File: config.mk
export PLATFORM = sky130hd
export DESIGN_NAME = forward_scoreboard
export DESIGN_NICKNAME = d
export VERILOG_FILES = /design/src/rtl/forward_scoreboard.sv
export SDC_FILE = /design/constraint.sdc
export NUM_CORES = 1
export LEC_CHECK = 0
export CORE_AREA = 5 5 180 182
export DETAILED_ROUTE_END_ITERATION = 8
export DIE_AREA = 0 0 185 187
export DONT_BUFFER_PORTS = 1
export PLACE_DENSITY = 0.56
export RECOVER_POWER = 25
export SYNTH_ARGS = -nofsm -noshare
export SYNTH_HDL_FRONTEND = slang
export SYNTH_SLANG_ARGS = --single-unit
File: constraint.sdc
create_clock -name clk -period 3.9 [get_ports clk]
set_input_delay 0.585 -clock clk [delete_from_list [all_inputs] [get_ports clk]]
set_output_delay 0.585 -clock clk [all_outputs]
set_load 0.02 [all_outputs]
File: src/rtl/forward_scoreboard.sv
// Decode-stage operand forwarding with per-byte merge, a per-register latency
// scoreboard for multi-cycle producers, and a drain FSM for TLB/cache instructions.
module forward_scoreboard #(
    parameter int N_STG  = 4,
    parameter int N_RD   = 2,
    parameter int DATA_W = 32,
    parameter int LAT_W  = 3
) (
    input  logic                         clk,
    input  logic                         reset,
    input  logic                         flush,
    input  logic                         ds_valid,
    input  logic                         ds_go,
    input  logic [N_RD-1:0]              rd_need,
    input  logic [N_RD*5-1:0]            rd_addr,
    input  logic [N_RD*DATA_W-1:0]       rf_rdata,
    input  logic                         iss_we,
    input  logic [4:0]                   iss_dest,
    input  logic [LAT_W-1:0]             iss_lat,
    input  logic                         iss_serial,
    input  logic [N_STG-1:0]             stg_valid,
    input  logic [N_STG*5-1:0]           stg_dest,
    input  logic [N_STG*(DATA_W/8)-1:0]  stg_be,
    input  logic [N_STG-1:0]             stg_ready,
    input  logic [N_STG*DATA_W-1:0]      stg_result,
    output logic [N_RD*DATA_W-1:0]       rd_value,
    output logic                         ds_stall,
    output logic [31:0]                  sb_busy
);

    localparam int N_BYTE = DATA_W / 8;

    typedef enum logic {
        IDLE  = 1'b0,
        DRAIN = 1'b1
    } state_t;

    state_t           state;
    state_t           state_nxt;
    logic [LAT_W-1:0] cnt     [32];
    logic [LAT_W-1:0] cnt_nxt [32];

    logic [N_STG-1:0] match [N_RD];
    logic [N_RD-1:0]  live;
    logic [N_RD-1:0]  pend;
    logic [N_RD-1:0]  busy_rd;
    logic             data_haz;
    logic             issue;

    // Issue handshake: decode offers with ds_valid, execute accepts with ds_go,
    // and the instruction moves only when ds_stall is low in that same cycle.
    assign issue = ds_valid & ds_go & ~ds_stall;

    always_comb begin
        for (int r = 0; r < 32; r++) begin
            sb_busy[r] = |cnt[r];
        end
    end

    always_comb begin
        for (int i = 0; i < N_RD; i++) begin
            live[i]    = rd_need[i] & (|rd_addr[i*5 +: 5]);
            busy_rd[i] = |cnt[rd_addr[i*5 +: 5]];
            for (int s = 0; s < N_STG; s++) begin
                match[i][s] = stg_valid[s]
                            & (stg_dest[s*5 +: 5] == rd_addr[i*5 +: 5])
                            & (|stg_dest[s*5 +: 5]);
            end
        end
    end

    // Stages are walked oldest to youngest so the youngest hit is written last.
    always_comb begin
        rd_value = rf_rdata;
        pend     = '0;
        for (int i = 0; i < N_RD; i++) begin
            for (int s = N_STG - 1; s >= 0; s--) begin
                if (match[i][s] && (|stg_be[s*N_BYTE +: N_BYTE])) begin
                    pend[i] = ~stg_ready[s];
                end
                for (int b = 0; b < N_BYTE; b++) begin
                    if (live[i] && match[i][s] && stg_be[s*N_BYTE + b]) begin
                        rd_value[i*DATA_W + b*8 +: 8] = stg_result[s*DATA_W + b*8 +: 8];
                    end
                end
            end
        end
    end

    assign data_haz = |(live & (pend | busy_rd));
    assign ds_stall = ds_valid & (data_haz | (state == DRAIN));

    always_comb begin
        for (int r = 0; r < 32; r++) begin
            cnt_nxt[r] = (|cnt[r]) ? (cnt[r] - LAT_W'(1)) : '0;
        end
        if (issue && iss_we && (|iss_dest) && (|iss_lat)) begin
            cnt_nxt[iss_dest] = iss_lat;
        end
        cnt_nxt[0] = '0;
        if (flush) begin
            for (int r = 0; r < 32; r++) begin
                cnt_nxt[r] = '0;
            end
        end
    end

    always_comb begin
        state_nxt = state;
        case (state)
            IDLE:    if (issue && iss_serial) state_nxt = DRAIN;
            DRAIN:   if ((stg_valid == '0) && (sb_busy == '0)) state_nxt = IDLE;
            default: state_nxt = IDLE;
        endcase
        if (flush) begin
            state_nxt = IDLE;
        end
    end

    always_ff @(posedge clk or posedge reset) begin
        if (reset) begin
            state <= IDLE;
            for (int r = 0; r < 32; r++) begin
                cnt[r] <= '0;
            end
        end else begin
            state <= state_nxt;
            cnt   <= cnt_nxt;
        end
    end

endmodule

* After elaboration in Yosys (flattened, before gate mapping)
Cells that the tools add are included.
** Storage, ports and cells
- Word-level logic and storage cells :: 300
- Register bits :: 97
** Cells by class
- $add $sub $neg :: 32
- Reductions and logical operators :: 103
- Order comparisons :: 4
- Equality and inequality tests :: 8
- Multiplexer cells :: 87
- Bitwise operators :: 33
** Operators by type and width (count)
- two-way mux 8 bit :: 32
- two-way mux 93 bit :: 2
- two-way mux 3 bit :: 37
- OR reduction 3 bit :: 35
- bitwise mux 96 bit :: 1
- subtractor 3 x 1 -> 3 bit (second input constant) :: 32
- logical AND 1 bit :: 54
- equality test 5 bit :: 8
- OR reduction 5 bit :: 7
- zero test 32 bit :: 1
- binary-select mux 3 bit (select 5 bit) :: 2
- AND 1 bit :: 21
- greater-or-equal comparator 6 bit (second input constant) :: 3
- inverter 5 -> 6 bit :: 3
- OR reduction 4 bit :: 4
- demux 3 bit (select 5 bit) :: 1
- two-way mux 1 bit :: 11
- < comparator 6 x 1 -> 1 bit (second input constant) :: 1
- inverter 1 bit :: 6
- zero test 4 bit :: 1
- AND 2 bit :: 1
- OR 2 bit :: 1
- case mux 1 bit (2 select lines) :: 1
- OR reduction 2 bit :: 1
- OR 1 bit :: 1

* Longest topological paths before layout
Gate-level depths: netlist (run 1).
- Depth after elaboration :: 20
- Mapped depth :: 11

* Worst setup path after synthesis (run 1)
OpenSTA, ideal clock, no wires.
- Path kind :: input-to-output
- From :: input port rd_addr[0]
- To :: output port rd_value[13]
- Arrival :: 2838 ps
- Cell stages on the path :: 10
- Slack :: 477 ps
- Required time :: 3315 ps
- Path through :: buf_2 or4_1 o21ai_1 nor2_1 nand3_1 clkbuf_1 nor2_1 a211oi_1 a21oi_1 a21oi_1
** Between the ends
- Word-level cells in the longest chain between the ends :: 9
- Elaborated cells on any way between the ends :: 26
- Classes of those cells :: eq/ne: 4; mux: 4; bitwise: 9; reduce/logical: 9
** Ends and longest elaborated chain
- start, declared :: line 15 : input logic [N_RD*5-1:0] rd_addr,
- equality test 5 bit :: line 66 : & (stg_dest[s*5 +: 5] == rd_addr[i*5 +: 5])
- AND 1 bit :: line 66
- AND 1 bit :: line 67 : & (|stg_dest[s*5 +: 5]);
- logical AND 1 bit (2 in series) :: line 82 : if (live[i] && match[i][s] && stg_be[s*N_BYTE + b]) begin
- two-way mux 8 bit (3 in series) :: line 82
- two-way mux 8 bit * :: line 82
- end, declared :: line 26 : output logic [N_RD*DATA_W-1:0] rd_value,
Mark *: on every way between the ends. The rest lies on a longest branch, timed or not.

* Worst setup path in the final report (run 1)
- From :: input port rd_addr[5]
- To :: output port rd_value[39]
The elaborated chain is that of the path after synthesis.

==> results.md, run 1 <==
* Status: complete, but fails checks
* Failing checks: max-capacitance violations, max-slew violations
* Final Hold Vio Count at 0
* Area fraction of the dominant cell type after synthesis at 22.42%
* Logic pwr share at 20.7%
* Flop-to-flop setup slack at 0.62 ns
* Final period utilization at 94.24%
* Sequential share of power at 40.7%
* Hold crit path type: in2reg
* Crit path launch type: input port
* Maxcap violations at 3
* Clock Skew at 0.01243 ns
* CORE AREA at a little over 30,000 sq um
* Synth warn at 0
* Worst-path maximum fanout at 17
* Commonest non-fill, non-tap cell in the layout: mux2i_1
* CP endpoint kind: output port
* Dpl hpwl at 33,980 um
* Mean post-synth cell area at 7.876 sq um
* P per Cell Area at a little over 200 nW/um^2
* Synth area leaders: dfrtp_1 (22%), mux2i_1 (15%), ha_1 (7.4%)
* ANT nets after route at 0
* Post-synth EDFFs at 0
* Reg2reg end: cnt[43]
* Total Power at 2.407 mW
* FF-to-FF Start: cnt[36]
* Port Buf Inserts at 0
* Post-route cell area at roughly 12,000 sq um
* Sw Ratio at just under 30%
* Initial Utilization at 34.48%
* Area delta synth->final at 10.71%
* Worst hold start: flush
* Yosys reg bits at 94
* Cell-internal power at around 1.7 mW
* Clk sink count at 94
* Clk pin slew, worst setup/hold paths at 0.07 ns
* Pleak at 5.415 nW
* Cell chosen for the clock root: clkbuf_16
* RSZ-0062 raised after global routing: no
* Peak Freq at 272.1 MHz
* DR WL/cell at 23.85 um
* CP max-delay cell: or4_1
* Die area at 34,600 sq um
* Hold EP: state
* Final setup fails at 0
* GR Overflow Total at 0
* CP required at 3.31 ns
* Layout Nets at around 1,700
* All-Layer GR Usage at 22.60%
* GP Congestion at 0.9773
* Ports at between 300 and 400
* CTS tree: built
* Share of layout cells above drive strength 1 at approximately 14%
* VDD IR-drop max at 0.1530 mV
* Mapped Area at 10,490 sq um
* Hold depth at 1
* Initial antenna violation count at 3
* Most frequent cells in the layout: mux2i_1 (159), nand2_1 (155), nor2_1 (105)
* Synth Flop Type: dfrtp_1
* Vias at about 9,700
* Sequential share of the synthesized area at 22.42%
* Final slew viol count at 99
* Post-synth net total at 1,657
* TritonRoute pass-1 iters at 8
* Critical Path Max Stage Delay at roughly 0.56 ns
* # Post-CTS Setup Buffers at 0
* FP Rows at 64
* Crit path DAT at 3.09 ns
* Dominant cell type by area after synthesis: dfrtp_1
* Die H at about 190 um
* Tightest Pin Transition at roughly 1.9 ns
* Cells after synthesis at between 1,000 and 1,500
* Remaining DRCs at 0
* Placed cell area at between 10,000 and 15,000 sq um
* Number of buffers created by CTS at 9
* Fill cell count at between 3,000 and 4,000
* Net Sw Power at between 700 and 800 uW
* First-pass GRT wire length at between 60,000 and 70,000 um
* CTS H-Tree Depth at 3
* Synth unique cells at 64
* DR iter-0 viols at 567
* CP Cell Sequence: or4_1, o21ai_4, nor4_1, buf_4, and2_1, mux2i_1, o21ai_0, mux2i_1, o21ai_0, buf_4
* Clock power frac at 38.6%
* Final WL at 41,720 um
* Clock Path Buffers at 2
* Setup CP Type: in2out
* Hold Slack at 0.3576 ns
* Worst skew pair latency at 0.35 ns
* Largest net degree at the start of global routing at 98
* Worst Reg2Reg Path Length in Cells at 9
* Via/cell ratio at 5.569
* Sum Neg Setup Slack at 0 ns
* Die width at 185 um
* Synth async-reset ratio at 100.0%
* Slew margin rel. at -29.89%
* Tmin final at approximately 3.7 ns
* Vias in the first global route at about 9,700
[kinds of logic after synthesis]
group	share of synthesized area, %
buf+inv	7.072
fa+ha+maj	7.394
xor+xnor	3.411
simple gates	25.92
compound gates	13.75
flops	22.42
mux	20.00
other cells	0.03574
[metal layers]
layer	track usage [%]	up-vias	part of all wire, %
met5	0	-	0.048
met4	5.844	2	2.6
met3	5.368	52	7.7
met2	41.14	355	51
met1	26.40	4676	39
li1	-	4655	-
[critical path, delay by kind of cell]
family | cells | cell delay (ns)
compound gates | 3 | 0.80
buf+inv | 2 | 0.39
mux | 2 | 0.29
simple gates | 3 | 0.99
[cell type report]
class	count	area, sq um	share of cell area [%]
antenna	3	7.507	0.06463
inverter	99	372.9	3.210
timing repair buffer	87	658.1	5.666
clock buffer	10	239.0	2.058
multi-input combinational	1054	7420	63.88
tap	396	495.5	4.266
clock inverter	6	70.07	0.6033
sequential	94	2352	20.25
[state kept, by name, summed over array words and instances (netlist names)]
signal	count
state	1
cnt	93
[through the flow]
| stage | utilization (%) | cells | setup WS, ns |
|---|---|---|---|
| finish | 38.17 | 1749 | 0.2247 |
| floorplan | - | 1332 | 0.4774 |
| CTS | 38.13 | 1746 | 0.03529 |
| detailed placement | 37.11 | 1730 | 0.04140 |
| global placement | 37.11 | 1730 | 0.05807 |
| global route | 38.17 | 1749 | 0.07937 |
[cells in the mapped netlist (5+ instances only)]
cell type	instances
mux2i_1	159
nand2_1	155
nor2_1	105
a21oi_1	102
inv_1	99
dfrtp_1	94
o21ai_0	67
ha_1	62
clkbuf_1	54
a211oi_1	37
xnor2_1	37
nand2b_1	35
nor3_1	35
or3_1	34
nor4_1	27
and2_1	23
mux2_2	21
or2_2	21
nand4_1	19
buf_2	14
buf_1	10
nand3_1	10
nand3_2	8
nand3_4	8
or4_1	8
a2111oi_0	7
mux2_4	6
mux4_2	6
nor2b_1	6
buf_4	5
[repair_timing]
item	4_1_cts	5_1_grt
gates resized for setup	0	2
setup endpoints to repair	0	6
hold buffers	0	0
[how the worst max path moves through the flow]
stage | start | to | slack, ns | cells past startpoint
final | rd_addr[5] | rd_value[39] | 0.22 | 10
after global routing | rd_addr[5] | rd_value[32] | 0.08 | 10
after CTS | rd_addr[0] | rd_value[7] | 0.04 | 9
after detailed placement | rd_addr[0] | rd_value[7] | 0.04 | 9
after global placement | rd_addr[1] | rd_value[7] | 0.06 | 9
after floorplan | rd_addr[0] | rd_value[13] | 0.48 | 10
[power groups by stage]
stage / Clock [mW] / Combinational, mW / Sequential, mW
6_report: 0.928 / 0.499 / 0.979
5_1_grt: 0.989 / 0.537 / 0.979
4_1_cts: 0.941 / 0.501 / 0.979
3_5_place_dp: 0 / 0.501 / 0.998
3_3_place_gp: 0 / 0.498 / 0.998
2_1_floorplan: 0 / 0.381 / 0.997
(Power assumes the default switching activity.)
==> run 2: changes to the inputs <==
--- a/config.mk
+++ b/config.mk
@@ -11,6 +11,7 @@
 export DONT_BUFFER_PORTS = 1
 export PLACE_DENSITY = 0.56
 export RECOVER_POWER = 25
+export SLEW_MARGIN = 40
 export SYNTH_ARGS = -nofsm -noshare
 export SYNTH_HDL_FRONTEND = slang
 export SYNTH_SLANG_ARGS = --single-unit
==> results.md, run 2 (synthesis results as in run 1) <==
* Clk pin slew, worst setup/hold paths at 0.07 ns (about the same)
* Hold Slack at 0.3150 ns (was 0.3576 ns)
* VDD IR-drop max at 0.1602 mV (was 0.1530 mV)
* Top flop regs: cnt (93), state (1) (unchanged)
* Slew margin rel. at -27.01% (was -29.89%)
* Vias in the first global route at 9,601 (was 9,656)
* Crit path launch type: input port (unchanged)
* Remaining DRCs at 0 (unchanged)
* Die H at 187 um (unchanged)
* Number of buffers created by CTS at 9 (unchanged)
* CTS H-Tree Depth at 3 (unchanged)
* Hold crit path type: in2reg (unchanged)
* CP required at 3.31 ns (about the same)
* P per Cell Area at 208.0 nW/um^2 (was 207.2 nW/um^2)
* Worst-path maximum fanout at 17 (unchanged)
* Largest net degree at the start of global routing at 98 (unchanged)
* First-pass GRT wire length at 60,870 um (was 60,820 um)
* GR Overflow Total at 0 (unchanged)
* TritonRoute pass-1 iters at 5 (was 8)
* Most frequent cells in the layout: mux2i_1 (159), nand2_1 (155), nor2_1 (105) (unchanged)
* Worst path bufs/invs at 2 (unchanged)
* Layout Nets at 1,670 (unchanged)
* Dpl hpwl at 34,020 um (was 33,980 um)
* Clock Path Buffers at 2 (unchanged)
* Die width at 185 um (unchanged)
* CP Cell Sequence: or4_1, o21ai_4, nor4_1, buf_4, and2_1, mux2i_1, o21ai_0, mux2i_1, o21ai_0, buf_4 (unchanged)
* Total Power at 2.420 mW (was 2.407 mW)
* Max reg flops at 93 (unchanged)
* Cell chosen for the clock root: clkbuf_16 (unchanged)
* Crit path DAT at 3.11 ns (was 3.09 ns)
* Tightest Pin Transition at 1.905 ns (was 1.948 ns)
* Commonest non-fill, non-tap cell in the layout: mux2i_1 (unchanged)
* CTS tree: built (unchanged)
* Final WL at 41,750 um (was 41,720 um)
* Final period utilization at 94.76% (was 94.24%)
* Maxcap violations at 3 (unchanged)
* Port Buf Inserts at 0 (unchanged)
* Via/cell ratio at 5.553 (was 5.569)
* Setup CP Type: in2out (unchanged)
* Clock Skew at 0.01110 ns (was 0.01243 ns)
* All-Layer GR Usage at 22.66% (was 22.60%)
* Peak Freq at 270.6 MHz (was 272.1 MHz)
* RSZ-0062 raised after global routing: no (unchanged)
* Ports at 360 (unchanged)
* Vias at 9,718 (was 9,740)
* Final slew viol count at 99 (unchanged)
* Status: complete, but fails checks (unchanged)
* Biggest register: cnt (unchanged)
* CP max-delay cell: or4_1 (unchanged)
* Clk sink count at 94 (unchanged)
* FP Rows at 64 (unchanged)
* DR WL/cell at 23.85 um (about the same)
* CP delay by family, top: simple AND/OR/NAND/NOR gates (unchanged)
* Failing checks: max-capacitance violations, max-slew violations (unchanged)
* Share of layout cells above drive strength 1 at 14.00% (was 13.85%)
* Final Hold Vio Count at 0 (unchanged)
* GP Congestion at 0.9773 (unchanged)
* Final setup fails at 0 (unchanged)
* Initial antenna violation count at 4 (was 3)
* CORE AREA at 30,430 sq um (unchanged)
* Sum Neg Setup Slack at 0 ns (unchanged)
* Initial Utilization at 34.48% (unchanged)
* ANT nets after route at 0 (unchanged)
* Area delta synth->final at 10.88% (was 10.71%)
* CP endpoint kind: output port (unchanged)
* Critical Path Max Stage Delay at 0.56 ns (about the same)
* # Post-CTS Setup Buffers at 0 (unchanged)
* Tmin final at 3.696 ns (was 3.675 ns)
* Die area at 34,600 sq um (unchanged)
* Pleak at 5.434 nW (was 5.415 nW)
* Worst skew pair latency at 0.35 ns (about the same)
* DR iter-0 viols at 646 (was 567)
[run 2: cell count changes in the layout (fill, tap and decap cells not counted), sizes merged]
cell	delta
diode	+1
inv	+5
clkinv	-1
clkinvlp	-3
clkbuf	-1
[run 2: metal layers]
layer / up-vias / track usage, % / part of all wire [%]
li1: 4661 / - / -
met1: 4658 / 26.59 / 39
met2: 349 / 41.35 / 51
met3: 48 / 5.154 / 7.8
met4: 2 / 5.759 / 2.5
met5: - / 0 / 0.031
[run 2: metrics by stage]
stage	worst slack (ns)	util, %	area [sq um]	instances
after floorplan	0.4774	-	10490	1332
after global placement	0.05807	37.11	11290	1730
after detailed placement	0.1196	37.14	11300	1730
after CTS	0.1109	38.16	11610	1746
after global routing	0.07779	38.23	11630	1750
final	0.2044	38.23	11630	1750
[run 2: final timing paths]
kind / start / end / slack (ns) / depth (start not counted)
setup / recovery: rd_addr[5] / rd_value[32] / 0.20 / 10
hold / removal: flush / state / 0.32 / 1
setup reg to reg: cnt[36] / cnt[43] / 0.66 / 9
hold reg to reg: cnt[84] / cnt[84] / 0.59 / 2
max in group asynchronous: reset / cnt[88] / 1.09 / 2
min in group asynchronous: reset / cnt[5] / 0.47 / 1
[run 2: worst register-to-register path: cells and delay by family, from the launching register on]
family / cells / cell delay, ns
compound gates: 3 / 0.68
buf+inv: 1 / 0.27
flops: 1 / 0.41
mux: 1 / 0.36
simple gates: 4 / 1.39
[run 2: layout make-up]
cell class,count,area [sq um]
Antenna cell,4,10.01
Clock buffer,9,225.2
Clock inverter,7,85.08
Fill cell,3186,18800
Inverter,99,372.9
Multi-Input combinational cell,1054,7433
Sequential cell,94,2352
Tap cell,396,495.5
Timing Repair Buffer,87,658.1
[run 2: power breakdown]
group          total [mW]  leakage [nW]  switching (mW)  internal, mW
Combinational       0.499          3.97           0.295         0.204
Sequential          0.979          1.31         0.00305         0.976
Clock               0.941         0.154           0.427         0.514
[run 2: timing repair]
action | 4_1_cts | 5_1_grt
resized for setup | 0 | 1
hold buffers | 0 | 0
setup endpoints to repair | 0 | 1
hold endpoints to repair | 0 | 0
==> run 3: changes to the inputs <==
--- a/config.mk
+++ b/config.mk
@@ -5,6 +5,7 @@
 export SDC_FILE = /design/constraint.sdc
 export NUM_CORES = 1
 export LEC_CHECK = 0
+export ABC_CLOCK_PERIOD_IN_PS = 3900
 export CORE_AREA = 5 5 180 182
 export DETAILED_ROUTE_END_ITERATION = 8
 export DIE_AREA = 0 0 185 187
==> results of run 3 <==
Final layout, timing and power as in run 2 (identical DEF).
